--- src/rtl/sdram_access_arbiter_pkg.sv ---
// Shared types and defaults for the SDRAM access arbiter: widths, FSM state
// encoding and the grant identifier used for round-robin fairness.
package sdram_arb_pkg;

    localparam int ADDR_W_DEF = 24;
    localparam int DATA_W_DEF = 16;

    typedef enum logic [1:0] {
        IDLE    = 2'd0,
        DRV_ACC = 2'd1,
        SPI_ACC = 2'd2
    } arb_state_e;

    typedef enum logic {
        DRV = 1'b0,
        SPI = 1'b1
    } grant_e;

endpackage

--- src/rtl/sdram_access_arbiter_if.sv ---
// Request/acknowledge bus between the arbiter (master) and the SDRAM
// controller (slave). req is a level held until the one-cycle ack.
interface sdram_access_arbiter_if #(
    parameter int ADDR_W = 24,
    parameter int DATA_W = 16
);
    logic              req;
    logic              we;
    logic [ADDR_W-1:0] addr;
    logic [DATA_W-1:0] wdata;
    logic              ack;
    logic [DATA_W-1:0] rdata;

    modport master (
        output req, we, addr, wdata,
        input  ack, rdata
    );

    modport slave (
        input  req, we, addr, wdata,
        output ack, rdata
    );
endinterface

--- src/rtl/sdram_access_arbiter_spi_addr_seq.sv ---
// SPI side of the arbiter: assembles the word address from byte loads,
// auto-increments it and holds the single-entry SPI request queue.
module spi_addr_seq
    import sdram_arb_pkg::*;
#(
    parameter int ADDR_W = ADDR_W_DEF,
    parameter int DATA_W = DATA_W_DEF
) (
    input  logic              clock,
    input  logic              reset,
    input  logic              load_address_spi,
    input  logic [7:0]        spi_serpar_reg,
    input  logic              rd_pulse,
    input  logic              wr_pulse,
    input  logic [DATA_W-1:0] wr_data,
    input  logic              spi_inflight,
    input  logic              spi_done,
    output logic [ADDR_W-1:0] spi_addr,
    output logic              spi_pend,
    output logic              spi_pend_we,
    output logic [DATA_W-1:0] spi_pend_wdata,
    output logic              spi_overrun
);

    logic [ADDR_W-1:0] addr_q, addr_d;
    logic [1:0]        cnt_q, cnt_d;
    logic              pend_q, pend_d;
    logic              pend_we_q, pend_we_d;
    logic [DATA_W-1:0] pend_wdata_q, pend_wdata_d;
    logic              overrun_q, overrun_d;
    logic              refetch_q, refetch_d;
    logic              addr_inc;
    logic              third_load;

    assign third_load = load_address_spi && (cnt_q == 2'd2);

    always_comb begin
        addr_d       = addr_q;
        cnt_d        = cnt_q;
        pend_d       = pend_q;
        pend_we_d    = pend_we_q;
        pend_wdata_d = pend_wdata_q;
        overrun_d    = overrun_q;
        refetch_d    = refetch_q;
        addr_inc     = 1'b0;

        if (load_address_spi) begin
            cnt_d = (cnt_q == 2'd2) ? 2'd0 : cnt_q + 2'd1;
        end

        // A read re-armed during its own flight is re-queued on completion.
        if (spi_done) begin
            pend_d    = refetch_q;
            pend_we_d = 1'b0;
            refetch_d = 1'b0;
            addr_inc  = pend_we_q;
        end

        if (wr_pulse) begin
            if (pend_q) begin
                overrun_d = 1'b1;
            end else begin
                pend_d       = 1'b1;
                pend_we_d    = 1'b1;
                pend_wdata_d = wr_data;
                if (rd_pulse) overrun_d = 1'b1;
            end
        end else if (rd_pulse) begin
            if (pend_q) begin
                overrun_d = 1'b1;
            end else begin
                pend_d    = 1'b1;
                pend_we_d = 1'b0;
                addr_inc  = 1'b1;
            end
        end else if (third_load) begin
            if (!pend_q) begin
                pend_d    = 1'b1;
                pend_we_d = 1'b0;
            end else if (!pend_we_q && spi_inflight) begin
                // A queued read latches the new address at grant anyway;
                // only an in-flight read needs to be repeated.
                if (spi_done) pend_d = 1'b1;
                else          refetch_d = 1'b1;
            end
        end

        if (load_address_spi) begin
            addr_d = {addr_q[ADDR_W-9:0], spi_serpar_reg};
        end else if (addr_inc) begin
            addr_d = addr_q + ADDR_W'(1);
        end
    end

    always_ff @(posedge clock) begin
        if (reset) begin
            addr_q       <= '0;
            cnt_q        <= 2'd0;
            pend_q       <= 1'b0;
            pend_we_q    <= 1'b0;
            pend_wdata_q <= '0;
            overrun_q    <= 1'b0;
            refetch_q    <= 1'b0;
        end else begin
            addr_q       <= addr_d;
            cnt_q        <= cnt_d;
            pend_q       <= pend_d;
            pend_we_q    <= pend_we_d;
            pend_wdata_q <= pend_wdata_d;
            overrun_q    <= overrun_d;
            refetch_q    <= refetch_d;
        end
    end

    assign spi_addr       = addr_q;
    assign spi_pend       = pend_q;
    assign spi_pend_we    = pend_we_q;
    assign spi_pend_wdata = pend_wdata_q;
    assign spi_overrun    = overrun_q;

endmodule

--- src/rtl/sdram_access_arbiter.sv ---
// Shares one SDRAM controller port between the SPI path and the disk
// datapath; SPI is guaranteed to wait behind at most one drive access.
module sdram_access_arbiter
    import sdram_arb_pkg::*;
#(
    parameter int ADDR_W = ADDR_W_DEF,
    parameter int DATA_W = DATA_W_DEF
) (
    input  logic                 clock,
    input  logic                 reset,
    input  logic                 load_address_spi,
    input  logic [7:0]           spi_serpar_reg,
    input  logic                 dram_read_enbl_spi,
    input  logic                 dram_write_enbl_spi,
    input  logic [DATA_W-1:0]    dram_writedata_spi,
    output logic [DATA_W-1:0]    dram_readdata,
    input  logic                 drv_req,
    input  logic                 drv_we,
    input  logic [ADDR_W-1:0]    drv_addr,
    input  logic [DATA_W-1:0]    drv_wdata,
    output logic                 drv_ack,
    output logic [DATA_W-1:0]    drv_rdata,
    sdram_access_arbiter_if.master mem,
    output logic                 spi_busy,
    output logic                 spi_overrun
);

    arb_state_e        state_q;
    grant_e            last_grant_q;
    logic              mem_req_q;
    logic              mem_we_q;
    logic [ADDR_W-1:0] mem_addr_q;
    logic [DATA_W-1:0] mem_wdata_q;
    logic              drv_ack_q;
    logic [DATA_W-1:0] drv_rdata_q;
    logic [DATA_W-1:0] dram_readdata_q;

    logic [ADDR_W-1:0] spi_addr;
    logic              spi_pend;
    logic              spi_pend_we;
    logic [DATA_W-1:0] spi_pend_wdata;
    logic              spi_done;
    logic              drv_eligible;

    assign spi_done = (state_q == SPI_ACC) && mem.ack;
    // drv_req is still high during its own ack cycle; don't re-grant it then.
    assign drv_eligible = drv_req && !drv_ack_q;

    spi_addr_seq #(
        .ADDR_W(ADDR_W),
        .DATA_W(DATA_W)
    ) u_spi_addr_seq (
        .clock            (clock),
        .reset            (reset),
        .load_address_spi (load_address_spi),
        .spi_serpar_reg   (spi_serpar_reg),
        .rd_pulse         (dram_read_enbl_spi),
        .wr_pulse         (dram_write_enbl_spi),
        .wr_data          (dram_writedata_spi),
        .spi_inflight     (state_q == SPI_ACC),
        .spi_done         (spi_done),
        .spi_addr         (spi_addr),
        .spi_pend         (spi_pend),
        .spi_pend_we      (spi_pend_we),
        .spi_pend_wdata   (spi_pend_wdata),
        .spi_overrun      (spi_overrun)
    );

    always_ff @(posedge clock) begin
        if (reset) begin
            state_q         <= IDLE;
            last_grant_q    <= DRV;
            mem_req_q       <= 1'b0;
            mem_we_q        <= 1'b0;
            mem_addr_q      <= '0;
            mem_wdata_q     <= '0;
            drv_ack_q       <= 1'b0;
            drv_rdata_q     <= '0;
            dram_readdata_q <= '0;
        end else begin
            drv_ack_q <= 1'b0;
            unique case (state_q)
                IDLE: begin
                    if (spi_pend && (last_grant_q == DRV || !drv_eligible)) begin
                        mem_addr_q   <= spi_addr;
                        mem_we_q     <= spi_pend_we;
                        mem_wdata_q  <= spi_pend_wdata;
                        mem_req_q    <= 1'b1;
                        last_grant_q <= SPI;
                        state_q      <= SPI_ACC;
                    end else if (drv_eligible) begin
                        mem_addr_q   <= drv_addr;
                        mem_we_q     <= drv_we;
                        mem_wdata_q  <= drv_wdata;
                        mem_req_q    <= 1'b1;
                        last_grant_q <= DRV;
                        state_q      <= DRV_ACC;
                    end
                end
                DRV_ACC: begin
                    if (mem.ack) begin
                        mem_req_q <= 1'b0;
                        drv_ack_q <= 1'b1;
                        if (!mem_we_q) drv_rdata_q <= mem.rdata;
                        state_q   <= IDLE;
                    end
                end
                SPI_ACC: begin
                    if (mem.ack) begin
                        mem_req_q <= 1'b0;
                        if (!mem_we_q) dram_readdata_q <= mem.rdata;
                        state_q   <= IDLE;
                    end
                end
                default: state_q <= IDLE;
            endcase
        end
    end

    assign mem.req       = mem_req_q;
    assign mem.we        = mem_we_q;
    assign mem.addr      = mem_addr_q;
    assign mem.wdata     = mem_wdata_q;
    assign drv_ack       = drv_ack_q;
    assign drv_rdata     = drv_rdata_q;
    assign dram_readdata = dram_readdata_q;
    assign spi_busy      = spi_pend | (state_q == SPI_ACC);

endmodule

--- src/flat_wrapper.sv ---
// flat-port wrapper written by rule: the top's interface ports become plain ports
module sdram_access_arbiter_flat import sdram_arb_pkg::*;
#(
    parameter int ADDR_W = ADDR_W_DEF,
    parameter int DATA_W = DATA_W_DEF
)
  (clock, reset, load_address_spi, spi_serpar_reg, dram_read_enbl_spi, dram_write_enbl_spi, dram_writedata_spi, dram_readdata, drv_req, drv_we, drv_addr, drv_wdata, drv_ack, drv_rdata, spi_busy, spi_overrun, mem_req, mem_we, mem_addr, mem_wdata, mem_ack, mem_rdata);
  sdram_access_arbiter_if #(.ADDR_W(ADDR_W), .DATA_W(DATA_W)) mem_i ();
  input  logic clock;
  input  logic reset;
  input  logic load_address_spi;
  input  logic [7:0] spi_serpar_reg;
  input  logic dram_read_enbl_spi;
  input  logic dram_write_enbl_spi;
  input  logic [DATA_W-1:0] dram_writedata_spi;
  output logic [DATA_W-1:0] dram_readdata;
  input  logic drv_req;
  input  logic drv_we;
  input  logic [ADDR_W-1:0] drv_addr;
  input  logic [DATA_W-1:0] drv_wdata;
  output logic drv_ack;
  output logic [DATA_W-1:0] drv_rdata;
  output logic spi_busy;
  output logic spi_overrun;
  output wire logic [$bits(mem_i.req)-1:0] mem_req;
  output wire logic [$bits(mem_i.we)-1:0] mem_we;
  output wire logic [$bits(mem_i.addr)-1:0] mem_addr;
  output wire logic [$bits(mem_i.wdata)-1:0] mem_wdata;
  input wire logic [$bits(mem_i.ack)-1:0] mem_ack;
  input wire logic [$bits(mem_i.rdata)-1:0] mem_rdata;
  assign mem_req = mem_i.req;
  assign mem_we = mem_i.we;
  assign mem_addr = mem_i.addr;
  assign mem_wdata = mem_i.wdata;
  assign mem_i.ack = mem_ack;
  assign mem_i.rdata = mem_rdata;
  sdram_access_arbiter #(.ADDR_W(ADDR_W), .DATA_W(DATA_W)) u_core (.clock(clock), .reset(reset), .load_address_spi(load_address_spi), .spi_serpar_reg(spi_serpar_reg), .dram_read_enbl_spi(dram_read_enbl_spi), .dram_write_enbl_spi(dram_write_enbl_spi), .dram_writedata_spi(dram_writedata_spi), .dram_readdata(dram_readdata), .drv_req(drv_req), .drv_we(drv_we), .drv_addr(drv_addr), .drv_wdata(drv_wdata), .drv_ack(drv_ack), .drv_rdata(drv_rdata), .mem(mem_i), .spi_busy(spi_busy), .spi_overrun(spi_overrun));
endmodule
--- config.mk ---
export PLATFORM = sky130hd
export DESIGN_NAME = sdram_access_arbiter_flat
export DESIGN_NICKNAME = d
export VERILOG_FILES = /design/src/rtl/sdram_access_arbiter_pkg.sv /design/src/rtl/sdram_access_arbiter_if.sv /design/src/rtl/sdram_access_arbiter_spi_addr_seq.sv /design/src/rtl/sdram_access_arbiter.sv /design/src/flat_wrapper.sv
export SDC_FILE = /design/constraint.sdc
export NUM_CORES = 1
export LEC_CHECK = 0
export ABC_AREA = 1
export BUFFER_PORTS_ARGS = -buffer_cell sky130_fd_sc_hd__buf_4
export CAP_MARGIN = 20
export CORE_UTILIZATION = 50
export CTS_CLUSTER_DIAMETER = 200
export DETAILED_ROUTE_END_ITERATION = 7
export GPL_TIMING_DRIVEN = 0
export HOLD_SLACK_MARGIN = 0.15
export PLACE_DENSITY = 0.86
export SLEW_MARGIN = 20
export SYNTH_ARGS = -nofsm -noshare
export SYNTH_HDL_FRONTEND = slang
export SYNTH_SLANG_ARGS = --single-unit
--- constraint.sdc ---
create_clock -name clock -period 1.8 [get_ports clock]
set_clock_uncertainty 0.2 [all_clocks]
set_input_delay 0.36 -clock clock [delete_from_list [all_inputs] [get_ports clock]]
set_output_delay 0.36 -clock clock [all_outputs]
set_load 0.02 [all_outputs]
-- After elaboration in Yosys (flattened, before gate mapping)
Index checks and enable logic that the tools add are counted.
- input port bits: 88
- logic and storage cells: 103
- bits in registers: 124
- output and inout port bits: 77
- bitwise operators: 5
- reductions and logical operators: 25
- mux-type cells: 50
- add/sub/neg operators: 2
- equal/unequal tests: 5
- operators by type and width (operator ; number):
    2-to-1 mux 24 bit ; 4
    2-to-1 mux 1 bit ; 38
    2-to-1 mux 16 bit ; 2
    adder 24 x 1 -> 24 bit, second input constant ; 1
    AND reduction 3 bit ; 4
    nonzero test 2 bit ; 6
    2-to-1 mux 2 bit ; 4
    AND reduction 2 bit ; 3
    logical AND 1 bit ; 5
    == test 2 bit, second input constant ; 2
    NOT 1 bit ; 4
    one-hot mux 2 bit (2 select lines) ; 1
    OR reduction 2 bit ; 2
    zero test 1 bit ; 3
    != test 3 x 1 -> 1 bit, second input constant ; 1
    adder 2 x 1 -> 2 bit, second input constant ; 1
    == test 2 x 1 -> 1 bit, second input constant ; 1
    zero test 2 bit ; 1
    != test 2 x 1 -> 1 bit, second input constant ; 1
    one-hot mux 1 bit (2 select lines) ; 1
    logical OR 1 bit ; 1
    bitwise OR 1 bit ; 1

-- Depth between registers and ports, before layout
- word-level depth: 9
- depth in mapped cells: 11
- mapped depth without buffers: 10

-- By module
A second synthesis with hierarchy kept.
- cell total of the unflattened synthesis: 940
- area, all modules: 6110.9 um^2
- by module, submodules not included (module ; cells an instance ; sequential area each (um^2) ; times used ; area each (um^2)):
    sdram_access_arbiter ; 537 ; 1561.5 ; 1 ; 3575.9
    spi_addr_seq ; 403 ; 920.9 ; 1 ; 2534.9

-- Least setup slack after synthesis
Ideal clock, no wire load.
- path type: register to register
- start: register u_core.state_q[0]
- end: register u_core.u_spi_addr_seq.addr_q[10], in the netlist u_core.u_spi_addr_seq.spi_addr[10]
- setup time: 0.070 ns
- data arrival time: 1.385 ns
- slack: 0.145 ns
- period minus slack after synthesis: 1.655 ns
- cell stages (with the launch flop): 11
- path through: dfxtp_1 -> inv_1 -> ha_1 -> nand2_1 -> inv_1 -> nand2_1 -> nand3_2 -> buf_2 -> o21ai_0 -> o21ai_0 -> a21oi_1
- cells in the longest elaborated chain, start to end: 7
- ends and longest elaborated chain (what ; RTL line ; RTL):
    start: declaration ; sdram_access_arbiter.sv:28 ; arb_state_e state_q;
    start signal: assignment ; sdram_access_arbiter.sv:71 ; state_q <= IDLE;
    start signal: assignment ; sdram_access_arbiter.sv:90 ; state_q <= SPI_ACC;
    start signal: assignment ; sdram_access_arbiter.sv:97 ; state_q <= DRV_ACC;
    == test 2 bit * ; sdram_access_arbiter.sv:45 ; assign spi_done = (state_q == SPI_ACC) && mem.ack;
    logical AND 1 bit * ; sdram_access_arbiter.sv:45 ;
    2-to-1 mux 1 bit * ; sdram_access_arbiter_spi_addr_seq.sv:52 ; if (spi_done) begin
    2-to-1 mux 1 bit ; sdram_access_arbiter_spi_addr_seq.sv:69 ; if (pend_q) begin
    2-to-1 mux 1 bit ; sdram_access_arbiter_spi_addr_seq.sv:68 ; end else if (rd_pulse) begin
    2-to-1 mux 1 bit * ; sdram_access_arbiter_spi_addr_seq.sv:59 ; if (wr_pulse) begin
    nonzero test 2 bit (no line) * ; -- ;
    end signal: assignment ; sdram_access_arbiter_spi_addr_seq.sv:105 ; addr_q <= addr_d;
    end: declaration ; sdram_access_arbiter_spi_addr_seq.sv:25 ; logic [ADDR_W-1:0] addr_q, addr_d;
Every way passes the cells marked *; elsewhere a longest branch is shown, timed or not.
A chain may end at the register's enable or synchronous reset.

-- Worst setup path after layout
- start: register u_core.state_q[0]
- end: register u_core.dram_readdata_q[8], in the netlist u_core.dram_readdata[8]
- cells in the longest elaborated chain, start to end: 2
- ends and longest elaborated chain (what ; RTL line ; RTL):
    == test 2 bit ; sdram_access_arbiter.sv:82 ; unique case (state_q)
    AND reduction 3 bit (no line) ; -- ;
    end signal: assignment ; sdram_access_arbiter.sv:111 ; if (!mem_we_q) dram_readdata_q <= mem.rdata;
    end: declaration ; sdram_access_arbiter.sv:36 ; logic [DATA_W-1:0] dram_readdata_q;
Every way passes these cells.

==> impl_metrics.py <==
metrics = {
    "yosys": {
        "ys.flop_type": "dfxtp_1",
        "synth_area_per_cell_sq_um": 7.10,
        "async_reset_ff_share_pct": 0,
        "synth_top_area_share_pct": 43.2,
        "synth_area_leader_cell": "dfxtp_1",
        "synth_area_leaders": "dfxtp_1, nand2_1, o21ai_0",
        "ys_seq_area_share_pct": 43.2,
        "synth.distinct_cells": 39,
        "ys_ff_latch": 124,
        "synth_cells": 810,
        "netlist_area_sq_mm": 0.00575,
        "synth_warnings": 0,
        "synth_edf_count": 0,
        "synth_fp_nets": 903,
    },
    "critical_path": {
        "crit_path_start": "u_core.state_q[0]$_SDFFE_PP0P_",
        "cp.required_ns": 1.91,
        "critPathSlowestCell": "dfxtp_2",
        "crit_chain": "inv_2, ha_4, nand2_4, nor2_4, clkinvlp_4, clkbuf_4, nor2_1, nor2_1",
        "regToRegSetupSlack_ns": -0.21,
        "endpoint": "u_core.dram_readdata[8]$_SDFFE_PP0P_",
        "r2r_end": "u_core.dram_readdata[8]$_SDFFE_PP0P_",
        "worst_r2r_path_depth": 8,
        "critPathKind": "reg -> reg",
        "r2r-start": "u_core.state_q[0]$_SDFFE_PP0P_",
        "startpoint_type": "flop",
        "cp_slowest_stage_delay_ns": 0.34,
        "crit_top_cell": "nor2_1",
        "cp_max_fo": 10,
        "crit_arrival_ns": 2.12,
        "endpoint_kind": "flop",
    },
    "flow_run": {
        "maxCapViolCount": 0,
    },
    "run_status": {
        "status": "finished, violations left",
        "violations": "DRC, setup timing",
    },
    "routing": {
        "wl_mm": 27.3,
        "avgViaCountPerCell": 6.35,
        "first_iter_violations": 1219,
        "drc": 1,
        "drtPass1Iterations": 8,
        "ant_nets": 0,
        "vias": 7859,
        "routedWlPerCell_um": 22.0,
    },
    "pwr": {
        "pwr-share-clk_pct": 29.4,
        "power_switching_mw": 4.73,
        "power.total_mw": 11.7,
        "comb_power_share_pct": 37.4,
        "internal_power_mw": 6.95,
        "peakVddDrop_v": 0.000853,
        "power.density_mw_per_mm2": 1330,
        "p_seq_share_pct": 33.2,
        "cellLeakagePower_nw": 4.13,
        "power_switching_share_pct": 40.5,
    },
    "cts": {
        "cts_buffer_depth": 2,
        "cts_tree": "done",
        "h-tree-depth": 4,
        "clk_pin_slew_ns": 0.07,
        "clkLatencyLatePin_ns": 0.43,
        "cts_sinks": 124,
        "cts_made_buffers": 17,
        "cts-root-buf": "clkbuf_16",
    },
    "cells_and_area": {
        "final_area_sq_mm": 0.00881,
        "drive_above_1_share_pct": 27.0,
        "final_cells": 1238,
        "antenna_cells": 0,
        "final_common_cell": "buf_4",
        "fin_util_pct": 79.9,
        "final_cell_mix": "buf_4, nand2_1, nor2_1",
        "nets": 1179,
        "nFillCells": 628,
        "area_growth_pct": 53.3,
    },
    "place": {
        "hpwl_mm": 12.9,
        "port-buffer-count": 163,
        "pre_cts_ws_ns": -0.243,
        "gp_congestion": 0.954,
        "dp.cells": 1113,
        "dpl_cell_area_sq_mm": 0.00715,
    },
    "timing": {
        "worst_pin_slew_ns": 0.706,
        "fin_setup_tns_ns": -3.45,
        "finalSetupViolCount": 59,
        "finalWorstSetupSlack_ns": -0.210,
        "fmax_mhz": 497,
        "fin_hold_ws_ns": 0.157,
        "slew_headroom_pct": 52.9,
        "min_period_over_period_pct": 112,
        "hold_viol": 0,
        "final_max_slew_viol_count": 0,
        "period_needed_ns": 2.01,
        "rsz0062_at_grt": "yes",
    },
    "grt": {
        "overflow": 0,
        "antenna_found_initial": 1,
        "track_usage_pct": 39.9,
        "grt_pass1_wl_mm": 36.1,
        "grt_max_degree": 17,
        "grt_pass1_vias": 7092,
    },
    "floorplan": {
        "die_x_um": 109,
        "pin_count": 165,
        "die_area_sq_mm": 0.0119,
        "die_h_um": 109,
        "rows": 38,
        "start_util_pct": 52.1,
        "core_area_sq_mm": 0.0110,
    },
    "worst_hold_path": {
        "hp-class": "in -> reg",
        "min_path_cells": 5,
    },
}
flip-flops by register name, summed over array words and instances, names as in the netlist:
register	count
u_core.mem.wdata	16
u_core.drv_rdata	16
u_core.drv_ack	1
u_core.u_spi_addr_seq.spi_addr	24
u_core.mem.req	1
u_core.dram_readdata	16
u_core.mem.addr	24
u_core.u_spi_addr_seq.spi_pend	1
u_core.u_spi_addr_seq.refetch_q	1
u_core.mem.we	1
u_core.last_grant_q	1
u_core.u_spi_addr_seq.spi_pend_we	1
u_core.state_q	2
u_core.u_spi_addr_seq.spi_overrun	1
u_core.u_spi_addr_seq.cnt_q	2
u_core.u_spi_addr_seq.spi_pend_wdata	16
power by group through the flow:
stage          Clock (mW)  Combinational [mW]  Sequential, mW
2_1_floorplan           0                1.51            4.28
3_3_place_gp            0                3.41            3.77
3_5_place_dp            0                3.49            3.77
4_1_cts              3.29                3.72            3.74
5_1_grt              3.48                4.57            3.89
6_report             3.43                4.37            3.88
worst min path at each step:
stage | start | slack [ns] | endpoint
2_1_floorplan | reset | 0.24 | u_core.u_spi_addr_seq.spi_addr[4]$_SDFFE_PP0P_
3_3_place_gp | u_core.mem.req$_SDFFE_PP0P_ | 0.25 | u_core.mem.req$_SDFFE_PP0P_
6_report | spi_serpar_reg[5] | 0.16 | u_core.u_spi_addr_seq.spi_addr[5]$_SDFFE_PP0P_
3_5_place_dp | u_core.mem.req$_SDFFE_PP0P_ | 0.26 | u_core.mem.req$_SDFFE_PP0P_
4_1_cts | drv_addr[14] | 0.15 | u_core.mem.addr[14]$_SDFFE_PP0P_
5_1_grt | drv_addr[5] | 0.19 | u_core.mem.addr[5]$_SDFFE_PP0P_
cells in the mapped netlist (4+ instances only):
cell type / instances
clkbuf_8: 4
nand4_1: 5
o21ai_0: 94
ha_1: 5
clkbuf_1: 19
inv_1: 84
nand2_1: 141
a21oi_1: 57
nand2_2: 4
nor2_1: 125
nand3_1: 43
nor2_2: 4
inv_2: 4
a21oi_2: 4
o211ai_1: 41
buf_2: 18
dfxtp_1: 124
layout make-up:
cell class	instances	area, sq um	share of cell area [%]
buffer	46	289	3.28
clock buffer	17	425	4.83
clock inverter	14	134	1.52
inverter	89	340	3.86
multi-input combinational	551	2800	31.8
sequential	124	2500	28.4
tap	140	175	1.99
timing repair buffer	257	2150	24.4
cells by family after synthesis:
group           Yosys count  synth area share [%]
buf+inv                 135                  10.1
xor+xnor                  2                 0.305
compound gates          210                  20.7
flops                   124                  43.2
simple gates            334                  24.6
fa+ha+maj                 5                  1.09
worst max-delay path: cells and delay by family, from the launching register on:
kind,cells,cell delay [ns]
AND/OR/NAND/NOR,4,0.65
buffers and inverters,3,0.52
flip-flops,1,0.34
adder cells (fa/ha/maj),1,0.18
what timing repair did:
action,CTS,global route
endpoints found under the hold margin,99,0
pin swaps,0,6
resized for setup,14,68
hold buffers,81,0
setup endpoints to repair,45,98
buffers inserted,1,12
layer usage:
layer	vias up	routed length, um	GRT usage [%]
met4	2	2540	24.5
met1	3466	8950	46.3
met3	302	3760	11.8
li1	3222	-	-
met2	867	12000	64.5
met5	-	8	0
Power figures use the tool's default switching activity.
